`config.mk`:
```
export PLATFORM = sky130hd
export DESIGN_NAME = prog_loader
export DESIGN_NICKNAME = d
export VERILOG_FILES = /design/src/rtl/prog_loader.sv
export SDC_FILE = /design/constraint.sdc
export NUM_CORES = 1
export LEC_CHECK = 0
export CORE_UTILIZATION = 55
export CTS_CLUSTER_DIAMETER = 120
export DETAILED_ROUTE_END_ITERATION = 16
export PLACE_DENSITY_LB_ADDON = 0.2
export SKIP_CTS_REPAIR_TIMING = 1
export SYNTH_ARGS = -nofsm -noshare
export SYNTH_HDL_FRONTEND = slang
export SYNTH_SLANG_ARGS = --single-unit
```
`constraint.sdc`:
```
create_clock -name clk -period 8.2 [get_ports clk]
set_input_delay 0.82 -clock clk [delete_from_list [all_inputs] [get_ports clk]]
set_output_delay 0.82 -clock clk [all_outputs]
set_load 0.05 [all_outputs]
```
`src/rtl/prog_loader.sv`:
```
// prog_loader: buffers (address, word) entries into CPU memory, then resets, runs and halts the core
module prog_loader #(
   parameter int DATA_W     = 32,
   parameter int ADDR_W     = 11,
   parameter int FIFO_DEPTH = 8,
   parameter int ARM_CYCLES = 2,
   parameter int RUN_W      = 16
) (
   input  logic              clk,
   input  logic              reset,
   input  logic              s_valid,
   output logic              s_ready,
   input  logic [ADDR_W-1:0] s_addr,
   input  logic [DATA_W-1:0] s_data,
   input  logic              s_auto,
   input  logic              s_last,
   input  logic              start,
   input  logic              abort,
   input  logic [RUN_W-1:0]  run_cycles,
   output logic              w_enable,
   output logic [ADDR_W-1:0] w_adrs,
   output logic [DATA_W-1:0] w_instruction,
   output logic              cpu_en,
   output logic              cpu_resetn,
   output logic              busy,
   output logic              done
);
   localparam int PW = $clog2(FIFO_DEPTH);
   localparam int CW = $clog2(ARM_CYCLES + 1);
   localparam int EW = ADDR_W + DATA_W + 1;
   localparam logic [CW-1:0] ARM_LAST = CW'(ARM_CYCLES - 1);
   localparam logic [2:0] IDLE = 3'd0, LOAD = 3'd1, ARM = 3'd2, RUN = 3'd3, DONE = 3'd4;

   logic [2:0] state_q, state_d;
   logic [EW-1:0] fifo_q [FIFO_DEPTH];
   logic [PW-1:0] wr_ptr_q, wr_ptr_d, rd_ptr_q, rd_ptr_d;
   logic [PW:0] count_q, count_d;
   logic [ADDR_W-1:0] prev_q, prev_d, w_adrs_q, w_adrs_d, push_addr;
   logic [DATA_W-1:0] w_data_q, w_data_d;
   logic w_enable_q, w_enable_d, w_last_q, w_last_d;
   logic s_ready_q, s_ready_d, cpu_resetn_q, cpu_resetn_d;
   logic [CW-1:0] arm_cnt_q, arm_cnt_d;
   logic [RUN_W-1:0] run_cnt_q, run_cnt_d;
   logic [EW-1:0] head;
   logic push, pop;

   assign push = s_valid && s_ready_q;
   assign push_addr = s_auto ? prev_q + ADDR_W'(1) : s_addr;
   assign head = fifo_q[rd_ptr_q];
   assign pop = state_q == LOAD && !w_last_q && !abort && count_q != '0;

   always_comb begin
      state_d = state_q;
      arm_cnt_d = arm_cnt_q;
      run_cnt_d = run_cnt_q;
      case (state_q)
         IDLE: state_d = push ? LOAD : (start && count_q == '0) ? ARM : IDLE;
         LOAD: state_d = abort ? DONE : w_last_q ? ARM : LOAD;
         ARM: begin
            state_d = abort ? DONE : (arm_cnt_q == ARM_LAST) ? RUN : ARM;
            arm_cnt_d = arm_cnt_q + CW'(1);
         end
         RUN: begin
            state_d = (abort || run_cnt_q == RUN_W'(1)) ? DONE : RUN;
            run_cnt_d = run_cnt_q - RUN_W'(run_cnt_q != '0);
         end
         DONE: state_d = push ? LOAD : start ? ARM : DONE;
         default: state_d = IDLE;
      endcase
      if (state_d == ARM && state_q != ARM) begin
         arm_cnt_d = '0;
         run_cnt_d = run_cycles;
      end
      wr_ptr_d = wr_ptr_q + PW'(push);
      rd_ptr_d = rd_ptr_q + PW'(pop);
      count_d = count_q + (PW+1)'(push) - (PW+1)'(pop);
      if (state_q == LOAD && abort) begin
         rd_ptr_d = wr_ptr_d;
         count_d = '0;
      end
      prev_d = push ? push_addr : prev_q;
      w_enable_d = pop;
      w_last_d = pop && head[EW-1];
      w_adrs_d = pop ? head[EW-2:DATA_W] : w_adrs_q;
      w_data_d = pop ? head[DATA_W-1:0] : w_data_q;
      s_ready_d = (state_d == IDLE || state_d == LOAD || state_d == DONE) && count_d != (PW+1)'(FIFO_DEPTH);
      cpu_resetn_d = state_d != ARM;
   end

   always_ff @(posedge clk) begin
      if (reset) begin
         state_q <= IDLE;
         wr_ptr_q <= '0;
         rd_ptr_q <= '0;
         count_q <= '0;
         prev_q <= '1;
         w_enable_q <= 1'b0;
         w_last_q <= 1'b0;
         w_adrs_q <= '0;
         w_data_q <= '0;
         s_ready_q <= 1'b0;
         cpu_resetn_q <= 1'b0;
         arm_cnt_q <= '0;
         run_cnt_q <= '0;
      end else begin
         state_q <= state_d;
         wr_ptr_q <= wr_ptr_d;
         rd_ptr_q <= rd_ptr_d;
         count_q <= count_d;
         prev_q <= prev_d;
         w_enable_q <= w_enable_d;
         w_last_q <= w_last_d;
         w_adrs_q <= w_adrs_d;
         w_data_q <= w_data_d;
         s_ready_q <= s_ready_d;
         cpu_resetn_q <= cpu_resetn_d;
         arm_cnt_q <= arm_cnt_d;
         run_cnt_q <= run_cnt_d;
      end
   end

   always_ff @(posedge clk) begin
      if (push) fifo_q[wr_ptr_q] <= {s_last, push_addr, s_data};
   end

   assign s_ready = s_ready_q;
   assign w_enable = w_enable_q;
   assign w_adrs = w_adrs_q;
   assign w_instruction = w_data_q;
   assign cpu_resetn = cpu_resetn_q;
   assign cpu_en = state_q == RUN;
   assign busy = state_q != IDLE && state_q != DONE;
   assign done = state_q == DONE;
endmodule

```
* After elaboration in Yosys (flattened, before gate mapping)
Memory sizes are Yosys's and may differ from the RTL's. A register that Yosys moved wholly into a read port is not among the register bits. Index checks and enable logic that the tools add are counted.
Storage, ports and cells: register bits 89, bits in latches 0, memory bits (writable) 352, ROM bits 0, input port bits 66, output and inout port bits 49, word-level logic and storage cells 75, memories 1
Memory list:
- fifo_q | words 8, width 44, read ports 1, clocked after memory_dff 1, wr ports 1, line 35 | logic [EW-1:0] fifo_q [FIFO_DEPTH];
Operators by class: add/sub/neg operators 7, $mul 0, div/mod/pow operators 0, order comparisons 0, eq/ne operators 13, shifts and indexed selects 0, muxes and demuxes 18, bitwise operators 0, reductions and logical operators 23
Operator list (count):
- $mux W16 | 2
- $mux W3 | 7
- $eq A16 B1 Y1 const B | 1
- $reduce_bool A16 Y1 | 1
- $sub A16 B1 Y16 | 1
- $pmux W3 S5 | 1
- $add A11 B1 Y11 const B | 1
- $mux W11 | 1
- $logic_and A1 B1 Y1 | 10
- $eq A3 B2 Y1 const B | 3
- $add A3 B1 Y3 | 2
- $eq A3 B1 Y1 const B | 2
- $eq A3 B3 Y1 const B | 2
- $logic_not A3 Y1 | 2
- $mux W2 | 3
- $ne A3 B2 Y1 const B | 2
- $add A4 B1 Y4 | 1
- $logic_not A4 Y1 | 1
- $mux W4 | 1
- $ne A4 B4 Y1 const B | 1
- $reduce_bool A4 Y1 | 1
- $sub A4 B1 Y4 | 1
- $logic_or A1 B1 Y1 | 3
- $mux W1 | 3
- 7 further kinds | 8

* Longest topological paths before layout
Gate-level depths: netlist of the first run.
depth in word-level cells 9, mapped depth 11, mapped depth without buffers 10

* Worst setup path after synthesis of the first run
No wires, ideal clock.
path type input to register, start input s_valid, end memory fifo_q[0][0] (netlist bit), enable pin, setup time 555 ps, arrival time 5559 ps, required time 7645 ps, setup slack 2086 ps, stages 4, buffers on the path 2, path through nand2_1 -> clkbuf_1 -> buf_1 -> nor4_1
On the way: cells in the longest elaborated chain, start to end 3
Ends and longest elaborated chain:
- from (decl) | line 11 | input logic s_valid,
- $logic_and A1 B1 Y1 | line 47 | assign push = s_valid && s_ready_q;
- $mux W1 | line 123 | if (push) fifo_q[wr_ptr_q] <= {s_last, push_addr, s_data};
- $mux W1 (not written as such) | line 123
- to (decl) | line 35
Every way passes these cells.

* Final worst setup path of the first run
start input abort, end register s_ready_q, in the netlist s_ready
On the way: cells in the longest elaborated chain, start to end 7, elaborated cells on any way between the ends 18, classes of those cells add/sub: 1; eq/ne: 3; mux: 5; reduce/logical: 9
Ends and longest elaborated chain:
- from (decl) | line 18 | input logic abort,
- $logic_not A1 Y1 / $logic_or A1 B1 Y1 (equally long branches) | line 50, 64
- $logic_and A1 B1 Y1 / $mux W3 (equally long branches) | line 50, 64
- $logic_and A1 B1 Y1 / $pmux W3 S5 (equally long branches) | line 50, 56
- $sub A4 B1 Y4, or another cell as far along | line 76 | count_d = count_q + (PW+1)'(push) - (PW+1)'(pop);
- $mux W4 / $logic_or A1 B1 Y1 (equally long branches) | line 77, 86
- $ne A4 B4 Y1 / $logic_or A1 B1 Y1 (equally long branches) | line 86 | s_ready_d = (state_d == IDLE || state_d == LOAD || state_d == DONE) && count_d != (PW+1)'(FIFO_DEPTH);
- $logic_and A1 B1 Y1 (*) | line 86
- to (signal assigned) | line 115 | s_ready_q <= s_ready_d;
- to (decl) | line 41 | logic s_ready_q, s_ready_d, cpu_resetn_q, cpu_resetn_d;
Mark *: on every way between the ends. The rest lies on a longest branch, timed or not. A chain may end at the register's enable or synchronous reset.

==> out/qor.yml, run 1 <==
drv_slew: 0
synth_nets: 1061
final_cells: 1526
die-area_mm2: 0.0319
finalPower_mw: 5.48
synthMostInstantiatedCell: "edfxtp_1"
die_x_um: 179
worstPathCellList: "clkdlybuf4s50_1 -> or2_2 -> nor4_4 -> buf_4 -> xnor2_1 -> ha_1 -> fa_1 -> xnor2_1 -> nand2_1 -> o311a_1"
area_growth_pct: 17.2
fin_crit_ps: 3670
min_from: "run_cnt_q[14]"
ant_nets: 0
cts_tree: "yes"
drcViolationCount: 0
path_common_cell: "xnor2_1"
num_vias: 9204
netlist_instances: 983
clk-insertion-delay-late_ps: 550
clkSinkCount: 441
skew_ps: 25.1
cts-root-buf: "clkbuf_16"
relSlewSlack_pct: 30.1
cp_max_fo: 90
yosysTopAreaCell: "edfxtp_1"
initial_utilization_pct: 56.0
hp-class: "flip-flop to flip-flop"
dp.cells: 1446
yosysWarnings: 0
via_per_inst: 6.03
r2r-end: "s_ready"
highest_layer: "met5"
hold_viol: 0
tightest_slew_ps: 1050
slowest_delay_ps: 780
wirelength_mm: 34.2
async_flop_share_pct: 0
drive_gt1_share_pct: 16.4
whs_ps: 465
ys_top_cells_by_area: "edfxtp_1 62%, mux4_2 12%, dfxtp_1 10%"
met3WireLength_mm: 2.14
antenna_cells: 0
synth.avg_cell_area_um2: 17.5
synth.yosys.seq_area_share_pct: 71.9
max_freq_mhz: 273
grt_first_pass_wirelength_mm: 52.4
rrSetupSlack_ps: 4880
place_ws_ps: 3950
ys.flop_type: "edfxtp_1"
overflow: 0
die_y_um: 179
worst_slack_ps: 4530
status: "completed"
crit_path_end_kind: "flip-flop"
clock_path_buffers: 3
synth_top_area_share_pct: 61.5
critPathKind: "primary input to flip-flop"
routedWlPerCell_um: 22.4
synth_area_mm2: 0.0172
wl_met2_mm: 16.8
h-tree-depth: 2
hold-path-endpoint: "run_cnt_q[14]"
grt_max_degree: 91
ios: 115
gp_congestion: 0.806
rr_startpoint: "count_q[2]"
reg2regPathDepth: 11
numCtsBuffers: 45
setup_violations: 0
grt_pass1_vias: 9240
post_synth_num_cell_types: 59
grtUsageTotal_pct: 22.2
max-vdd-ir-drop_mv: 0.167
tns_ps: 0
post-route-period-util_pct: 44.7
ys_top_cells_by_count: "352 x edfxtp_1, 89 x dfxtp_1, 88 x mux4_2"
clk_pin_slew_ps: 60
rsz0062_at_grt: "false"
fill_cells: 2095
antenna_found_initial: 1
ys_seq_elements: 441
wl_met1_mm: 14.7
power_density_mw_per_mm2: 272
start_kind: "primary input"
drt_iter0_drc: 609
p_leak_nw: 6.22
cp_data_arrival_time_ps: 4080
rows: 64
portBuffers: 114
dr.pass1.iters: 5
nNetsFinal: 1175
synth_edf_count: 352
worstHoldPathCells: 2
core_area_mm2: 0.0307
required_ps: 8620
drv_cap: 0
crit_slowest_cell: "buf_4"
hpwl_mm: 18.1
## area by class of cell
type	count	area (um^2)	share of cell area [%]
flip-flops and latches	441	12400	61.4
multi-input cells	470	4600	22.8
clock buffers	72	1300	6.45
repair buffers	129	1250	6.21
well taps	396	495	2.46
clock inverters	8	93.8	0.466
inverters	10	37.5	0.186
## worst max-delay path, delay by kind of cell
family	cells	cell delay, ps
compound gates	1	290
xor+xnor	2	350
simple gates	3	710
fa+ha+maj	2	630
buf+inv	2	1280
## state kept, by name, indices dropped and copies added (netlist names), 2 cells and up
name and flops:
run_cnt_q 16, w_instruction 32, state_q 3, prev_q 11
count_q 4, fifo_q 352, rd_ptr_q 3, w_adrs 11
wr_ptr_q 3, arm_cnt_q 2
## power breakdown
group	leakage, nW	switching, mW	internal [mW]	total, mW
Combinational	1.65	0.518	0.366	0.884
Sequential	3.90	0.0955	2.58	2.67
Clock	0.668	0.805	1.12	1.92
Total	6.22	1.42	4.06	5.48
## layout by cell type (no fill, tap or decap), drive strengths merged, types with 4 or more instances in the layout
cell           netlist  final
mux2i               47     47
or4                  4      4
a31oi               12     12
nor2                78     78
xnor2               12     12
xor2                 9      9
inv                 10     12
nand2b               4      4
a211oi              49     49
mux4                88     88
edfxtp             352    352
a21oi               24     24
o221ai               4      4
nor3                20     20
buf                 16     16
nand2               21     21
clkbuf              46     72
and2                 7      7
nor4                 7      7
dfxtp               89     89
nand3               11     11
o21ai               11     11
clkdlybuf4s50        0    113
nand4                4      4
clkinv               0      4
ha                  11     11
## per-stage QoR
stage	utilization, %	cell area [um^2]
finish	65.7	20100
global route	65.7	20100
CTS	65.7	20100
detailed placement	61.1	18700
global placement	61.1	18700
floorplan	-	17200
## logic make-up (layout without fill, tap and decap cells)
kind of cell | Yosys count | in the layout | share of synthesized area, %
compound gates | 125 | 125 | 5.08
xor+xnor | 21 | 21 | 1.07
fa+ha+maj | 12 | 12 | 0.918
buf+inv | 72 | 219 | 1.68
flops | 441 | 441 | 71.9
mux | 136 | 136 | 14.3
simple gates | 176 | 176 | 5.01
## layer usage
metal	global-route usage [%]	up-vias
met5	0	-
met1	30.6	4656
met4	5.65	2
li1	-	4152
met3	3.92	47
met2	36.8	347
## worst max-delay path by stage
stage | start | end | slack, ps | cells after the start
after floorplan | s_valid | fifo_q[0][0] | 2090 | 4
after global placement | abort | s_ready | 4010 | 10
after detailed placement | abort | s_ready | 3950 | 10
after CTS | abort | s_ready | 4500 | 10
after global routing | abort | s_ready | 4280 | 10
final | abort | s_ready | 4530 | 10
(Power assumes the default switching activity.)
==> run 2: changes to the inputs <==
- clock period: 8.2 -> 3.8 ns (I/O delays scaled with it)
==> run 2 against run 1 <==
Count of clock-buffer cells in the layout fell by 10. Power grew 120%. Die area is the same. Critical path type is now flip-flop to flip-flop. Largest power group unchanged. Highest routed layer is now met4.
==> out/qor.yml, run 2 (synthesis results as in run 1) <==
grt_first_pass_wirelength_mm: 52.1  # -0.50%
ios: 115  # unchanged
required_ps: 4190  # -4430 ps
rrSetupSlack_ps: 980  # -3900 ps
num_vias: 9096  # -1.2%
clock_path_buffers: 3  # unchanged
fin_crit_ps: 2820
mostFrequentLayoutCell: "edfxtp_1"
hold-path-endpoint: "state_q[1]"
slowest_delay_ps: 580  # -200 ps
drive_gt1_share_pct: 17.8  # +1.4 points
cp_max_fo: 11  # -88%
ant_nets: 0  # unchanged
regMostFlops: "fifo_q"
setup_violations: 0  # unchanged
mostFrequentLayoutCells: "352 x edfxtp_1, 113 x clkdlybuf4s50_1, 88 x mux4_2, 86 x dfxtp_1, 75 x nor2_1"
grtUsageTotal_pct: 22.1  # -0.090 points
relSlewSlack_pct: 34.6  # +4.5 points
core_area_mm2: 0.0307  # unchanged
worstHoldPathCells: 2  # unchanged
die_y_um: 179  # unchanged
grt_max_degree: 53  # -42%
crit_path_end_kind: "flip-flop"
die-area_mm2: 0.0319  # unchanged
tns_ps: 0  # unchanged
dp.cells: 1453  # +0.48%
area_growth_pct: 18.2
numCtsBuffers: 44  # -2.2%
path_common_cell: "ha_1"
rows: 64  # unchanged
crit_slowest_cell: "or4_4"
routedWlPerCell_um: 22.2  # -0.71%
max-vdd-ir-drop_mv: 0.426  # +150%
clkSinkCount: 441  # unchanged
gp_congestion: 0.815  # +1.2%
cts-root-buf: "clkbuf_16"
start_kind: "flip-flop"
worstPathCellList: "or4_4 -> nor4_1 -> and2_1 -> nand2_1 -> ha_1 -> ha_1 -> nand3_1 -> nor3_1 -> a31oi_1 -> a21oi_2"
wirelength_mm: 34.1  # -0.19%
cts_tree: "yes"
overflow: 0  # unchanged
hp-class: "primary input to flip-flop"
hold_viol: 0  # unchanged
p_leak_nw: 6.29  # +1.2%
status: "completed"
tightest_slew_ps: 978  # -70.7 ps
cp_data_arrival_time_ps: 3210  # -870 ps
min_from: "reset"
antenna_found_initial: 1  # unchanged
skew_ps: 18.6  # -6.53 ps
drv_slew: 0  # unchanged
h-tree-depth: 2  # unchanged
final_cells: 1534  # +0.52%
initial_utilization_pct: 56.0  # unchanged
hpwl_mm: 18.7  # +3.5%
clk-insertion-delay-late_ps: 540  # about the same
whs_ps: 364  # -101 ps
stdcell_area_mm2: 0.0203  # +0.88%
place_area_mm2: 0.0189  # +0.76%
rsz0062_at_grt: "false"
dr.pass1.iters: 5  # unchanged
critPathKind: "flip-flop to flip-flop"
max_freq_mhz: 355
grt_pass1_vias: 9129  # -1.2%
drt_iter0_drc: 716  # +18%
die_x_um: 179  # unchanged
portBuffers: 114  # unchanged
rr_startpoint: "run_cnt_q[4]"
via_per_inst: 5.93  # -1.7%
clk_pin_slew_ps: 60  # about the same
nNetsFinal: 1181  # +0.51%
post-route-period-util_pct: 74.2
reg2regPathDepth: 10  # -1
largest_reg_flops: 352  # unchanged
drcViolationCount: 0  # unchanged
power_density_mw_per_mm2: 586  # +120%
r2r-end: "run_cnt_q[14]"
drv_cap: 0  # unchanged
run 2: cell types whose count changed in the layout (fill, tap and decap cells not counted), moves of 2 or more:
cell       previous run  this run
clkbuf_1             21        11
clkbuf_16            46        44
buf_12                0         6
bufinv_16             1         3
clkinv_2              0         7
clkbuf_8              5         7
run 2: routing by layer:
metal / vias up / wire length (um) / GRT usage [%]
met1: 4602 / 14800 / 30.8
met4: 0 / 552 / 5.01
met2: 265 / 16700 / 36.8
met3: 48 / 2030 / 3.48
li1: 4181 / - / -
met5: - / 0 / 0
run 2: metrics by stage:
step | setup WS [ps] | util, % | power, mW
final | 979 | 66.2 | 11.9
after global routing | 846 | 66.2 | 12.4
after CTS | 1040 | 66.2 | 12.0
after detailed placement | 729 | 61.6 | 7.78
after global placement | 827 | 61.6 | 7.74
after floorplan | -1060 | - | 7.21
run 2: how the worst max path moves through the flow:
stage                              to          from  slack [ps]  cells after the start
CTS                            cpu_en    state_q[1]        1040                      2
finish                  run_cnt_q[14]  run_cnt_q[4]         980                     10
global route            run_cnt_q[14]  run_cnt_q[4]         850                     10
detailed placement   w_instruction[7]         abort         730                      7
floorplan                fifo_q[2][0]       s_ready       -1060                      4
global placement    w_instruction[10]         abort         830                      7
run 2: power breakdown:
group          internal, mW  switching (mW)
sequential             5.56           0.202
combinational         0.812            1.12
clock                  2.48            1.73
run 2: layout make-up:
cell class / count / area, um^2
inverter: 10 / 37.5
fill: 2002 / 10400
tap: 396 / 495
antenna: 1 / 2.50
multi-input combinational: 470 / 4610
clock buffer: 62 / 1240
timing repair buffer: 136 / 1380
sequential: 441 / 12400
clock inverter: 18 / 185
run 2: critical path: cells and delay by family (launching register included):
family / cells / cell delay [ps]
fa+ha+maj: 2 / 410
simple gates: 6 / 1630
flops: 1 / 360
compound gates: 2 / 280
==> run 3: changes to the inputs <==
- CORE_UTILIZATION: 55 -> 53
- clock period: 3.8 -> 2.47 ns (I/O delays scaled with it)
==> run 3 against run 2 <==
Clock skew is 2.1 ps higher. Clock power is 50% higher. Sequential share of layout area is 1.4 points lower. Routed wire length is 0.52% higher. Critical path depth is 1 higher. Maximum frequency is 22% higher. Die area is 3.7% higher. Global-route usage is 0.62 points lower. Non-clock buffer count is 43 higher. Setup slack worse by 810 ps. Register-to-register slack worse by 810 ps. Cell count is 3.3% higher. Critical path type unchanged. Critical endpoint unchanged. Largest cell class unchanged.
==> out/qor.yml, run 3 (synthesis results as in run 1) <==
max_freq_mhz: 434  # +22%
worst_slack_ps: 166  # -813 ps
hpwl_mm: 20.4  # +9.1%
die_x_um: 182  # +1.8%
relSlewSlack_pct: 50.1  # +15 points
core_area_mm2: 0.0317  # +3.4%
nNetsFinal: 1224  # +3.6%
drv_slew: 0  # unchanged
dr.pass1.iters: 4  # -1
critPathKind: "flip-flop to flip-flop"
overflow: 0  # unchanged
start_kind: "flip-flop"
drt_iter0_drc: 608  # -15%
final_core_util_pct: 65.5  # -0.71 points
tightest_slew_ps: 749  # -229 ps
h-tree-depth: 2  # unchanged
wirelength_mm: 34.3  # +0.52%
drv_cap: 0  # unchanged
initial_utilization_pct: 54.2  # -1.9 points
crit_path_end_kind: "flip-flop"
skew_ps: 20.7  # +2.10 ps
numCtsBuffers: 44  # unchanged
clock_path_buffers: 3  # unchanged
mostFrequentLayoutCells: "352 x edfxtp_1, 111 x clkdlybuf4s50_1, 88 x mux4_2, 85 x dfxtp_1, 75 x nor2_1"
antenna_found_initial: 1  # unchanged
status: "completed"
fin_crit_ps: 2300  # -517 ps
die-area_mm2: 0.0331  # +3.7%
seq_area_mm2: 0.0124  # about the same
ios: 115  # unchanged
gp_congestion: 0.817  # +0.18%
tns_ps: 0  # unchanged
clk-insertion-delay-late_ps: 540  # about the same
num_vias: 9297  # +2.2%
largest_reg_flops: 352  # unchanged
clkSinkCount: 441  # unchanged
grtUsageTotal_pct: 21.5  # -0.62 points
rows: 65  # +1.6%
max-vdd-ir-drop_mv: 0.710  # +67%
hold_viol: 0  # unchanged
die_y_um: 182  # +1.8%
grt_max_degree: 50  # -5.7%
fill_cells: 2166  # +8.2%
grt_first_pass_wirelength_mm: 54.3  # +4.2%
cp_max_fo: 11  # unchanged
mostFrequentLayoutCell: "edfxtp_1"
routedWlPerCell_um: 21.6  # -2.7%
setup_violations: 0  # unchanged
grt_pass1_vias: 9557  # +4.7%
drcViolationCount: 0  # unchanged
regMostFlops: "fifo_q"
cp_data_arrival_time_ps: 2700  # -510 ps
portBuffers: 114  # unchanged
hp-class: "primary input to flip-flop"
clk_pin_slew_ps: 60  # about the same
cts-root-buf: "clkbuf_16"
drive_gt1_share_pct: 21.7  # +3.9 points
reg2regPathDepth: 11  # +1
rsz0062_at_grt: "false"
p_leak_nw: 6.56  # +4.2%
post-route-period-util_pct: 93.3  # +19 points
cts_tree: "yes"
power_density_mw_per_mm2: 894  # +52%
ant_nets: 0  # unchanged
area_growth_pct: 21.0
whs_ps: 189  # -175 ps
multiInputGateArea_mm2: 0.00470  # +1.9%
place_ws_ps: -186  # -915 ps
required_ps: 2870  # -1320 ps
via_per_inst: 5.87  # -1.1%
worstHoldPathCells: 2  # unchanged
==> run 3: routing by layer <==
| metal | share of wire (%) | GRT usage [%] |
|---|---|---|
| met4 | 1.3 | 4.74 |
| met3 | 5.5 | 3.59 |
| met5 | 0.038 | 0 |
| met1 | 45 | 30.3 |
| met2 | 49 | 35.3 |
==> run 3: worst paths after layout <==
check	to	from	slack, ps
min	cpu_resetn	reset	190
max	run_cnt_q[14]	run_cnt_q[11]	170
min reg2reg	run_cnt_q[14]	run_cnt_q[14]	470
max reg2reg	run_cnt_q[14]	run_cnt_q[11]	170
==> run 3: report_power, final <==
group	total (mW)	switching (mW)	internal [mW]
sequential	8.80	0.246	8.55
combinational	3.47	1.90	1.57
clock	6.30	2.65	3.66
total	18.6	4.79	13.8
==> run 3: critical path, stage by stage, from the launching register on <==
cell and delay (ps):
dfxtp_1 310, or4_4 560, nor3b_2 200, and2_1 170, nand2_1 70, ha_2 190, ha_2 180, nand3_2 80
buf_12 130, nor3_1 40, a31oi_1 170, a21oi_2 70
==> run 3: per-stage QoR <==
stage          std cells  power, mW  cell area, um^2
2_1_floorplan        983       11.2            17300
3_3_place_gp        1502       12.3            19300
3_5_place_dp        1502       12.3            19300
4_1_cts             1584       18.6            20700
5_1_grt             1584       19.4            20800
6_report            1585       18.6            20800
==> run 3: cell type report <==
class                   instances  area share (%)
diodes                          1          0.0120
clock buffers                  67            6.11
clock inverters                15           0.524
inverters                      10           0.181
multi-input cells             470            22.6
flip-flops and latches        441            59.5
well taps                     402            2.42
repair buffers                179            8.63
